--- config.mk ---
export PLATFORM = sky130hd
export DESIGN_NAME = mem_arbiter
export DESIGN_NICKNAME = d
export VERILOG_FILES = /design/src/rtl/mem_arbiter.sv
export SDC_FILE = /design/constraint.sdc
export NUM_CORES = 1
export LEC_CHECK = 0
export ABC_AREA = 1
export BUFFER_PORTS_ARGS = -buffer_cell sky130_fd_sc_hd__buf_2
export CAP_MARGIN = 15
export CORE_AREA = 4 4 118 120
export CTS_CLUSTER_DIAMETER = 150
export DETAILED_ROUTE_END_ITERATION = 6
export DIE_AREA = 0 0 122 124
export HOLD_SLACK_MARGIN = 0.06
export PLACE_DENSITY_LB_ADDON = 0.08
export SLEW_MARGIN = 20
export SYNTH_ARGS = -nofsm -noshare
export SYNTH_HDL_FRONTEND = slang
export SYNTH_SLANG_ARGS = --single-unit
--- constraint.sdc ---
create_clock -name clk -period 1.6 [get_ports clk]
set_clock_uncertainty 0.05 [all_clocks]
set_input_delay 0.16 -clock clk [delete_from_list [all_inputs] [get_ports clk]]
set_output_delay 0.16 -clock clk [all_outputs]
set_load 0.02 [all_outputs]
--- src/rtl/mem_arbiter.sv ---
// Two-master arbiter in front of a single-port synchronous RAM.
// Supports fixed priority with a starvation guard, or round-robin.
module mem_arbiter #(
  parameter int STARVE_MAX = 4,
  parameter int ADDR_W     = 32
) (
  input  logic              clk,
  input  logic              rst,
  input  logic              rr_mode,

  input  logic              m0_req,
  input  logic              m0_we,
  input  logic [ADDR_W-1:0] m0_addr,
  input  logic [31:0]       m0_wdata,
  input  logic [3:0]        m0_sel,
  output logic              m0_gnt,
  output logic [31:0]       m0_rdata,
  output logic              m0_rvalid,

  input  logic              m1_req,
  input  logic              m1_we,
  input  logic [ADDR_W-1:0] m1_addr,
  input  logic [31:0]       m1_wdata,
  input  logic [3:0]        m1_sel,
  output logic              m1_gnt,
  output logic [31:0]       m1_rdata,
  output logic              m1_rvalid,

  output logic              ram_ce,
  output logic              ram_we,
  output logic [ADDR_W-1:0] ram_addr,
  output logic [31:0]       ram_wdata,
  output logic [3:0]        ram_sel,
  input  logic [31:0]       ram_rdata
);

  localparam logic [3:0] STARVE_LIM = 4'(STARVE_MAX);

  typedef enum logic {
    LAST_M0 = 1'b0,
    LAST_M1 = 1'b1
  } owner_t;

  owner_t      r_last;
  owner_t      w_last_next;
  logic [3:0]  r_starve_cnt;
  logic [3:0]  w_starve_next;
  logic        r_rd_m0;
  logic        r_rd_m1;
  logic        w_gnt0;
  logic        w_gnt1;

  // Grant decision; reset forces both grants low regardless of requests.
  always_comb begin
    w_gnt0 = 1'b0;
    w_gnt1 = 1'b0;
    if (!rst) begin
      if (m0_req && m1_req) begin
        if (rr_mode) begin
          if (r_last == LAST_M1) begin
            w_gnt0 = 1'b1;
          end else begin
            w_gnt1 = 1'b1;
          end
        end else if (r_starve_cnt == STARVE_LIM) begin
          w_gnt1 = 1'b1;
        end else begin
          w_gnt0 = 1'b1;
        end
      end else if (m0_req) begin
        w_gnt0 = 1'b1;
      end else if (m1_req) begin
        w_gnt1 = 1'b1;
      end
    end
  end

  // Next-state logic: both the starvation counter and the last owner run in
  // either mode so a mode switch picks up consistent history.
  always_comb begin
    w_starve_next = r_starve_cnt;
    w_last_next   = r_last;
    if (!m1_req || w_gnt1) begin
      w_starve_next = 4'd0;
    end else if (w_gnt0 && (r_starve_cnt < STARVE_LIM)) begin
      w_starve_next = r_starve_cnt + 4'd1;
    end
    if (w_gnt0) begin
      w_last_next = LAST_M0;
    end else if (w_gnt1) begin
      w_last_next = LAST_M1;
    end
  end

  always_ff @(posedge clk) begin
    if (rst) begin
      r_starve_cnt <= 4'd0;
      r_last       <= LAST_M1;
      r_rd_m0      <= 1'b0;
      r_rd_m1      <= 1'b0;
    end else begin
      r_starve_cnt <= w_starve_next;
      r_last       <= w_last_next;
      r_rd_m0      <= w_gnt0 && !m0_we;
      r_rd_m1      <= w_gnt1 && !m1_we;
    end
  end

  // RAM port mux; idle cycles drive all-zero fields.
  always_comb begin
    ram_we    = 1'b0;
    ram_addr  = '0;
    ram_wdata = '0;
    ram_sel   = '0;
    if (w_gnt0) begin
      ram_we    = m0_we;
      ram_addr  = m0_addr;
      ram_wdata = m0_wdata;
      ram_sel   = m0_sel;
    end else if (w_gnt1) begin
      ram_we    = m1_we;
      ram_addr  = m1_addr;
      ram_wdata = m1_wdata;
      ram_sel   = m1_sel;
    end
  end

  assign ram_ce = w_gnt0 | w_gnt1;
  assign m0_gnt = w_gnt0;
  assign m1_gnt = w_gnt1;

  // Read returns are masked during reset so an in-flight read is dropped.
  assign m0_rvalid = r_rd_m0 & ~rst;
  assign m1_rvalid = r_rd_m1 & ~rst;
  assign m0_rdata  = m0_rvalid ? ram_rdata : 32'd0;
  assign m1_rdata  = m1_rvalid ? ram_rdata : 32'd0;

endmodule

==> flow_metrics.env, run 1 <==
export IMPL_grt_pass1_wl_um=15000
export IMPL_place_area_um2=3440
export IMPL_clockBufferDepth=2
export IMPL_drt_wirelength_per_cell_um=13.1
export IMPL_synth_area_per_cell_um2=4.55
export IMPL_worst_slack_ns=-0.323
export IMPL_status="finished with violations"
export IMPL_drc=0
export IMPL_vias=3420
export IMPL_grt_ovfl_total=0
export IMPL_die_w_um=122
export IMPL_final_cell_mix="buf_2, nand2_1, nor2_1, buf_6, nand2_2"
export IMPL_crit_required_ns=1.39
export IMPL_dr_pass1_iters=4
export IMPL_clock_sinks=7
export IMPL_worstSetupEndpointType="primary output"
export IMPL_drv_slew=0
export IMPL_synth_area_leaders="nand2_1, nor2_1, buf_6"
export IMPL_wl_um=11500
export IMPL_fin_nets=880
export IMPL_rrSetupSlack_ns=0.16
export IMPL_cp_max_fo=10
export IMPL_regArea_um2=143
export IMPL_clk_pin_slew_ns=0.04
export IMPL_yosysTopAreaCell="nand2_1"
export IMPL_synth_top_family_by_area="simple AND/OR/NAND/NOR gates"
export IMPL_synth_compound_area_frac=0.0192
export IMPL_cpPeakStageDelay_ns=0.32
export IMPL_root_buffer="clkbuf_16"
export IMPL_synth_seq_cells=7
export IMPL_drt_met1_wl_um=3840
export IMPL_syn2layout_area_growth_pct=166
export IMPL_hp_class="in2reg"
export IMPL_vias_per_cell=3.90
export IMPL_postSynthCellCount=372
export IMPL_synthXorXnorAreaFrac=0
export IMPL_pre_cts_slack_ns=-0.141
export IMPL_min_to="r_last$_SDFFE_PP1P_"
export IMPL_core_um2=13000
export IMPL_drtIter0Drc=99
export IMPL_criticalPathCategory="reg2out"
export IMPL_grtUsageTotal=0.123
export IMPL_ios=313
export IMPL_p_leak_nw=2.92
export IMPL_antenna_found_initial=0
export IMPL_routed_top_layer="met4"
export IMPL_place_port_buffers=312
export IMPL_row_count=42
export IMPL_syn_area_um2=1690
export IMPL_finalCritPeriodShare=1.20
export IMPL_finalSetupViolCount=71
export IMPL_synth_nets=549
export IMPL_worstSetupStartpointType="register"
export IMPL_failed_checks="negative setup slack"
export IMPL_finalCriticalPeriod_ns=1.92
export IMPL_gp_congestion=0.754
export IMPL_start_util=0.130
export IMPL_cts_tree="yes"
export IMPL_multi_input_area_um2=1400
export IMPL_hold_viol_final=0
export IMPL_worst_pin_slew_ns=0.342
export IMPL_critPathArrivalTime_ns=1.71
export IMPL_fmax_ghz=0.520
export IMPL_grt_max_degree=41
export IMPL_cts_buffers=3
export IMPL_drv_cap=0
export IMPL_grt_pass1_vias=3148
export IMPL_relSlewSlack=0.772
export IMPL_cp_common_cell="nand2_2"
export IMPL_yosys_area_share_simple=0.671
export IMPL_synth_seq_area_share=0.0828
export IMPL_antennaDiodeCount=0
export IMPL_ys_types=17
export IMPL_min_delay_start="rst"
export IMPL_final_common_cell="buf_2"
export IMPL_nFillCells=1425
export IMPL_synthAdderAreaFrac=0.0148
export IMPL_hpwl_um=8730
export IMPL_crit_chain="inv_2 -> ha_4 -> nand3_2 -> nand2_2 -> nand2_2 -> nand2_2 -> nand3_4 -> clkinv_8 -> buf_6 -> nand2_1 -> nand2_1 -> buf_6"
export IMPL_clock_latency_ns=0.23
export IMPL_antenna_left=0
export IMPL_grt_setup_unrepaired="true"
export IMPL_die_h_um=124
export IMPL_synth_top_cell_area_share=0.473
export IMPL_ir_drop_mv=0.250
export IMPL_synth_warnings=0
export IMPL_final_layout_size_suffix_gt1_frac=0.584
export IMPL_ff2ff_path_depth=10
export IMPL_regToRegEndpoint="r_starve_cnt[0]$_SDFFE_PP0P_"
export IMPL_timing_rr_start="r_starve_cnt[0]$_SDFFE_PP0P_"
export IMPL_final_area_um2=4500
export IMPL_cp_slowest_cell="dfxtp_2"
export IMPL_routed_wl_met2_um=6380
export IMPL_hold_path_depth=3
export IMPL_wl_met3_um=1250
export IMPL_htreeDepth=1
export IMPL_die_area_um2=15100
export IMPL_muxShareOfSynthArea=0
export IMPL_p_per_area_nw_per_um2=395
## per-layer routing
layer | global-route usage | vias up
met5 | 0 | -
met2 | 0.265 | 203
met3 | 0.0268 | 8
li1 | - | 1736
met4 | 0.0217 | 0
met1 | 0.117 | 1473
## worst max-delay path by stage
stage / start / end / slack (ns) / depth (start not counted)
final: r_starve_cnt[0]$_SDFFE_PP0P_ / ram_wdata[16] / -0.32 / 12
after global routing: r_starve_cnt[0]$_SDFFE_PP0P_ / ram_wdata[8] / -0.41 / 12
after CTS: r_starve_cnt[0]$_SDFFE_PP0P_ / ram_addr[21] / -0.35 / 12
after detailed placement: r_starve_cnt[0]$_SDFFE_PP0P_ / ram_wdata[24] / -0.14 / 11
after global placement: r_starve_cnt[0]$_SDFFE_PP0P_ / ram_wdata[21] / -0.14 / 11
after floorplan: r_starve_cnt[0]$_SDFFE_PP0P_ / ram_addr[15] / 0.01 / 10
## per-stage QoR
step / power (mW) / setup TNS, ns / util / instances / hold slack [ns]
after floorplan: 0.624 / 0 / - / 372 / 0.182
final: 1.78 / -20.76 / 0.347 / 878 / 0.224
after detailed placement: 1.03 / -6.40 / 0.265 / 854 / 0.283
after global routing: 1.88 / -27.19 / 0.347 / 878 / 0.253
after global placement: 1.03 / -6.39 / 0.265 / 854 / 0.287
after CTS: 1.69 / -21.84 / 0.321 / 872 / 0.204
## Yosys cell counts (all sizes together)
master   instances
inv             45
nand3            6
a21oi            2
nand4            1
dfxtp            7
o2111ai          2
buf             20
ha               2
nand2          216
nor2            70
o21ai            1
## logic make-up (layout without fill, tap and decap cells)
logic type / after synthesis / count (layout)
buffers and inverters: 65 / 395
adders and majority gates: 2 / 2
and+or+nand+nor: 293 / 293
AOI/OAI and AO/OA: 5 / 5
DFF: 7 / 7
## worst max-delay path, delay by kind of cell, from the launching register on
family,cells,cell delay (ns)
adders and majority gates,1,0.13
DFF,1,0.32
and+or+nand+nor,7,0.56
buffers and inverters,4,0.48
## power breakdown
group | leakage (nW) | internal (mW) | total, mW | switching [mW]
combinational | 2.83 | 0.576 | 1.16 | 0.588
sequential | 0.0580 | 0.181 | 0.183 | 0.00229
clock | 0.0382 | 0.332 | 0.431 | 0.0990
total | 2.92 | 1.09 | 1.78 | 0.689
## state kept, by name, summed over array words and instances (netlist names)
name,cells
r_last,1
r_rd_m0,1
r_rd_m1,1
r_starve_cnt,4
## layout make-up
cell class              instances  area share
inverters                      45      0.0420
clock buffers                   4      0.0175
flip-flops and latches          7      0.0317
well taps                     176      0.0489
repair buffers                346       0.550
multi-input cells             300       0.310
## what timing repair did
action | in CTS | in global routing
buffers inserted | 6 | 2
setup endpoints to repair | 71 | 71
pin swaps | 7 | 13
endpoints found under the hold margin | 2 | 0
resized for setup | 129 | 82
cloned | 6 | 5
hold buffers | 2 | 0
(Power assumes the default switching activity.)
==> run 2: changes to the inputs <==
--- a/config.mk
+++ b/config.mk
@@ -12,8 +12,10 @@
 export CTS_CLUSTER_DIAMETER = 150
 export DETAILED_ROUTE_END_ITERATION = 6
 export DIE_AREA = 0 0 122 124
+export GPL_TIMING_DRIVEN = 0
 export HOLD_SLACK_MARGIN = 0.06
 export PLACE_DENSITY_LB_ADDON = 0.08
+export SKIP_CTS_REPAIR_TIMING = 1
 export SLEW_MARGIN = 20
 export SYNTH_ARGS = -nofsm -noshare
 export SYNTH_HDL_FRONTEND = slang
==> constraint.sdc (replaced) <==
create_clock -name clk -period 1.83 [get_ports clk]
set_clock_uncertainty 0.05 [all_clocks]
set_input_delay 0.183 -clock clk [delete_from_list [all_inputs] [get_ports clk]]
set_output_delay 0.183 -clock clk [all_outputs]
set_load 0.02 [all_outputs]
==> run 2 against run 1 <==
- the run still ends with negative setup slack left
- setup slack better by 0.20 ns
- non-clock buffer count down 5
- sequential power down 13%
- total power down 16%
- final cell count down 0.46%
- via count down 2.6%
- wire length down 5.7%
- hold slack worse by 0.15 ns
- largest cell class unchanged
- largest power group unchanged
==> flow_metrics.env, run 2 (synthesis results as in run 1) <==
export IMPL_power_frac_seq=0.108
export IMPL_failed_checks="negative setup slack"
export IMPL_syn2layout_area_growth_pct=156
export IMPL_antenna_found_initial=0
export IMPL_worstSetupStartpointType="register"
export IMPL_grtUsageTotal=0.115
export IMPL_crit_path_end="ram_wdata[16]"
export IMPL_start_util=0.130
export IMPL_critPathTopFamily="simple AND/OR/NAND/NOR gates"
export IMPL_final_layout_size_suffix_gt1_frac=0.574
export IMPL_final_cells=874
export IMPL_gp_congestion=0.713
export IMPL_ios=313
export IMPL_finalSetupViolCount=69
export IMPL_clock_sinks=7
export IMPL_fmax_ghz=0.513
export IMPL_grt_setup_unrepaired="true"
export IMPL_cp_depth=12
export IMPL_finalCritPeriodShare=1.07
export IMPL_worst_pin_slew_ns=0.222
export IMPL_drv_slew=0
export IMPL_finalPower_mw=1.49
export IMPL_drt_wirelength_per_cell_um=12.4
export IMPL_p_comb_frac=0.643
export IMPL_vias=3330
export IMPL_regArea_um2=143
export IMPL_cts_tree="yes"
export IMPL_cpPeakStageDelay_ns=0.31
export IMPL_wl_um=10900
export IMPL_timing_rr_start="r_starve_cnt[1]$_SDFFE_PP0P_"
export IMPL_grt_max_degree=11
export IMPL_crit_required_ns=1.60
export IMPL_row_count=42
export IMPL_p_per_area_nw_per_um2=344
export IMPL_place_port_buffers=312
export IMPL_die_h_um=124
export IMPL_cts_buffers=3
export IMPL_hpwl_um=9300
export IMPL_whs_ns=0.0759
export IMPL_crit_buf_inv=4
export IMPL_cp_common_cell="nand2_2"
export IMPL_clock_latency_ns=0.23
export IMPL_registers_top_by_ff_count="r_starve_cnt"
export IMPL_grt_pass1_wl_um=14200
export IMPL_drv_cap=0
export IMPL_hold_viol_final=0
export IMPL_final_common_cell="buf_2"
export IMPL_cp_slowest_cell="dfxtp_2"
export IMPL_criticalPathCategory="reg2out"
export IMPL_root_buffer="clkbuf_16"
export IMPL_vias_per_cell=3.81
export IMPL_p_leak_nw=2.83
export IMPL_finalCriticalPeriod_ns=1.95
export IMPL_rrSetupSlack_ns=0.62
export IMPL_p_int_uw=913
export IMPL_fin_nets=876
export IMPL_multi_input_area_um2=1360
export IMPL_p_clk_frac=0.249
export IMPL_ir_drop_mv=0.214
export IMPL_dr_pass1_iters=4
export IMPL_ff2ff_path_depth=8
export IMPL_die_w_um=122
export IMPL_clockBufferDepth=2
export IMPL_critPathArrivalTime_ns=1.72
export IMPL_status="finished with violations"
export IMPL_grt_ovfl_total=0
export IMPL_hp_class="in2reg"
export IMPL_drc=0
export IMPL_startpoint="r_starve_cnt[1]$_SDFFE_PP0P_"
export IMPL_clk_pin_slew_ns=0.04
export IMPL_nFillCells=1474
export IMPL_core_um2=13000
export IMPL_finalSetupTns_ns=-5.95
export IMPL_worstSetupEndpointType="primary output"
export IMPL_crit_chain="inv_2 -> ha_4 -> nand3_2 -> nand2_2 -> nand2_4 -> nand2_4 -> nand3_4 -> inv_6 -> clkbuf_16 -> nand2_2 -> nand2_2 -> buf_6"
export IMPL_antenna_left=0
export IMPL_grt_pass1_vias=3007
export IMPL_htreeDepth=1
export IMPL_final_cell_mix="buf_2, nand2_1, buf_6, nor2_1, inv_1"
export IMPL_dpl_cell_count=860
export IMPL_drtIter0Drc=65
export IMPL_antennaDiodeCount=0
export IMPL_cp_max_fo=5
export IMPL_switching_share=0.386
export IMPL_switchingPower_uw=575
export IMPL_relSlewSlack=0.850
export IMPL_final_core_util=0.334
export IMPL_worst_slack_ns=-0.119
export IMPL_die_area_um2=15100
export IMPL_largest_reg_flops=4
export IMPL_regToRegEndpoint="r_rd_m0$_SDFF_PP0_"
==> run 2: cell count changes in the layout (fill, tap and decap cells not counted), sizes merged <==
cell         before  now
dlygate4sd3       2    0
inv              44   45
bufbuf            1    0
buf             340  338
==> run 2: layout make-up <==
class / instances / area share
Sequential cell: 7 / 0.0329
Timing Repair inverter: 1 / 0.00202
Clock buffer: 4 / 0.0182
Inverter: 45 / 0.0442
Buffer: 20 / 0.0512
Multi-Input combinational cell: 300 / 0.313
Tap cell: 176 / 0.0509
Timing Repair Buffer: 321 / 0.488
==> run 2: worst min path at each step <==
stage,end,slack (ns),startpoint,cells past startpoint
floorplan,r_rd_m0$_SDFF_PP0_,0.21,m0_we,1
global placement,r_rd_m0$_SDFF_PP0_,0.31,m0_we,2
detailed placement,r_rd_m0$_SDFF_PP0_,0.31,m0_we,2
CTS,r_rd_m0$_SDFF_PP0_,0.08,m0_we,2
global route,r_rd_m0$_SDFF_PP0_,0.08,m0_we,2
finish,r_rd_m0$_SDFF_PP0_,0.08,m0_we,2
==> run 2: per-layer routing <==
metal	global-route usage	share of wire	up-vias
met1	0.106	0.32	1416
li1	-	-	1728
met3	0.0286	0.11	3
met5	0	0	-
met4	0.0126	0.0023	0
met2	0.255	0.57	183
==> run 2: stage by stage <==
| step | instance area [µm²] | setup slack [ns] |
|---|---|---|
| 2_1_floorplan | 1690 | 0.217 |
| 3_3_place_gp | 3470 | -0.140 |
| 3_5_place_dp | 3470 | -0.162 |
| 4_1_cts | 3550 | -0.412 |
| 5_1_grt | 4330 | -0.219 |
| 6_report | 4330 | -0.119 |
==> run 2: power by group through the flow <==
stage / sequential (mW) / combinational [mW] / clock [mW]
2_1_floorplan: 0.162 / 0.383 / 0
3_5_place_dp: 0.162 / 0.750 / 0
6_report: 0.160 / 0.958 / 0.371
3_3_place_gp: 0.162 / 0.746 / 0
5_1_grt: 0.161 / 1.04 / 0.391
4_1_cts: 0.160 / 0.753 / 0.377
==> run 3: changes to the inputs <==
--- a/config.mk
+++ b/config.mk
@@ -20,3 +20,4 @@
 export SYNTH_ARGS = -nofsm -noshare
 export SYNTH_HDL_FRONTEND = slang
 export SYNTH_SLANG_ARGS = --single-unit
+export TNS_END_PERCENT = 50
==> run 3 against run 2 <==
- the flow still finishes with violations (negative setup slack)
- cell area shrank 1.5%
- critical path depth is the same
- sequential cell count is the same
- critical path type unchanged
- critical endpoint unchanged
- largest power group unchanged
- highest routed layer unchanged
==> flow_metrics.env, run 3 (synthesis results as in run 1) <==
export IMPL_finalCritPeriodShare=1.06
export IMPL_drtIter0Drc=73
export IMPL_hp_class="in2reg"
export IMPL_clock_latency_ns=0.23
export IMPL_final_cell_mix="buf_2, nand2_1, nor2_1, buf_6, inv_1"
export IMPL_crit_buf_inv=4
export IMPL_hpwl_um=9300
export IMPL_fmax_ghz=0.513
export IMPL_core_um2=13000
export IMPL_die_area_um2=15100
export IMPL_finalSetupViolCount=69
export IMPL_grt_max_degree=11
export IMPL_p_clk_frac=0.252
export IMPL_relSlewSlack=0.850
export IMPL_vias_per_cell=3.79
export IMPL_critPathTopFamily="simple AND/OR/NAND/NOR gates"
export IMPL_switchingPower_uw=568
export IMPL_criticalPathCategory="reg2out"
export IMPL_regToRegEndpoint="r_rd_m0$_SDFF_PP0_"
export IMPL_crit_required_ns=1.60
export IMPL_timing_rr_start="r_starve_cnt[1]$_SDFFE_PP0P_"
export IMPL_regArea_um2=143
export IMPL_ff2ff_path_depth=8
export IMPL_ir_drop_mv=0.212
export IMPL_dpl_cell_count=860
export IMPL_critPathArrivalTime_ns=1.72
export IMPL_clock_sinks=7
export IMPL_row_count=42
export IMPL_antenna_found_initial=0
export IMPL_final_layout_size_suffix_gt1_frac=0.562
export IMPL_antennaDiodeCount=0
export IMPL_registers_top_by_ff_count="r_starve_cnt"
export IMPL_p_int_uw=902
export IMPL_cp_common_cell="nand2_2"
export IMPL_gp_congestion=0.713
export IMPL_p_per_area_nw_per_um2=345
export IMPL_final_area_um2=4260
export IMPL_clk_pin_slew_ns=0.04
export IMPL_cp_max_fo=5
export IMPL_ios=313
export IMPL_grt_pass1_wl_um=14200
export IMPL_min_to="r_rd_m0$_SDFF_PP0_"
export IMPL_start_util=0.130
export IMPL_vias=3313
export IMPL_drc=0
export IMPL_place_port_buffers=312
export IMPL_p_comb_frac=0.639
export IMPL_cp_slowest_cell="dfxtp_2"
export IMPL_power_frac_seq=0.109
export IMPL_drt_wirelength_per_cell_um=12.4
export IMPL_final_cells=874
export IMPL_place_area_um2=3470
export IMPL_hold_path_depth=2
export IMPL_cts_tree="yes"
export IMPL_status="finished with violations"
export IMPL_failed_checks="negative setup slack"
export IMPL_crit_chain="inv_2 -> ha_4 -> nand3_2 -> nand2_2 -> nand2_4 -> nand2_4 -> nand3_4 -> inv_6 -> clkbuf_16 -> nand2_2 -> nand2_2 -> buf_6"
export IMPL_final_common_cell="buf_2"
export IMPL_antenna_left=0
export IMPL_grtUsageTotal=0.115
export IMPL_syn2layout_area_growth_pct=152
export IMPL_multi_input_area_um2=1330
export IMPL_cpPeakStageDelay_ns=0.31
export IMPL_finalCriticalPeriod_ns=1.95
export IMPL_grt_ovfl_total=0
export IMPL_p_leak_nw=2.81
export IMPL_startpoint="r_starve_cnt[1]$_SDFFE_PP0P_"
export IMPL_grt_pass1_vias=3007
export IMPL_largest_reg_flops=4
export IMPL_whs_ns=0.0769
export IMPL_worst_pin_slew_ns=0.222
export IMPL_worstSetupEndpointType="primary output"
export IMPL_cp_depth=12
export IMPL_nFillCells=1475
export IMPL_wl_um=10800
export IMPL_worstSetupStartpointType="register"
export IMPL_die_h_um=124
export IMPL_htreeDepth=1
export IMPL_switching_share=0.386
export IMPL_drv_cap=0
export IMPL_clockBufferDepth=2
export IMPL_fin_nets=876
export IMPL_die_w_um=122
export IMPL_rrSetupSlack_ns=0.62
export IMPL_min_delay_start="m0_we"
export IMPL_grt_setup_unrepaired="true"
export IMPL_root_buffer="clkbuf_16"
export IMPL_drv_slew=0
export IMPL_hold_viol_final=0
export IMPL_cts_buffers=3
export IMPL_dr_pass1_iters=4
export IMPL_worst_slack_ns=-0.118
==> run 3: layout make-up <==
cell class                      count  share of cell area
Sequential cell                     7              0.0335
Inverter                           45              0.0449
Buffer                             20              0.0511
Clock buffer                        4              0.0185
Timing Repair inverter              1             0.00205
Tap cell                          176              0.0516
Multi-Input combinational cell    300               0.311
Timing Repair Buffer              321               0.487
==> run 3: worst max path at each step <==
stage                                to  slack, ns
after global placement    ram_wdata[24]      -0.14
after global routing       ram_addr[10]      -0.22
final                     ram_wdata[16]      -0.12
after floorplan            ram_addr[15]       0.22
after detailed placement  ram_wdata[19]      -0.16
after CTS                 ram_wdata[19]      -0.41
==> run 3: metal layers <==
layer  track usage  vias up  wire length [µm]
li1              -     1727                 -
met3        0.0286        5              1170
met2         0.255      189              6190
met1         0.106     1392              3410
met5             0        -                 0
met4        0.0126        0                46
==> run 3: power groups by stage <==
stage                     clock network (mW)  logic [mW]  registers, mW
final                                  0.371       0.939          0.160
after global routing                   0.391        1.02          0.161
after CTS                              0.377       0.753          0.160
after detailed placement                   0       0.750          0.162
after global placement                     0       0.746          0.162
after floorplan                            0       0.383          0.162
==> run 3: stage by stage <==
stage	total power [mW]	setup TNS, ns	utilization	setup slack, ns
floorplan	0.545	0	-	0.217
global placement	0.908	-4.54	0.268	-0.140
detailed placement	0.912	-7.14	0.268	-0.162
CTS	1.29	-24.88	0.274	-0.412
global route	1.57	-13.02	0.329	-0.217
finish	1.47	-5.91	0.329	-0.118
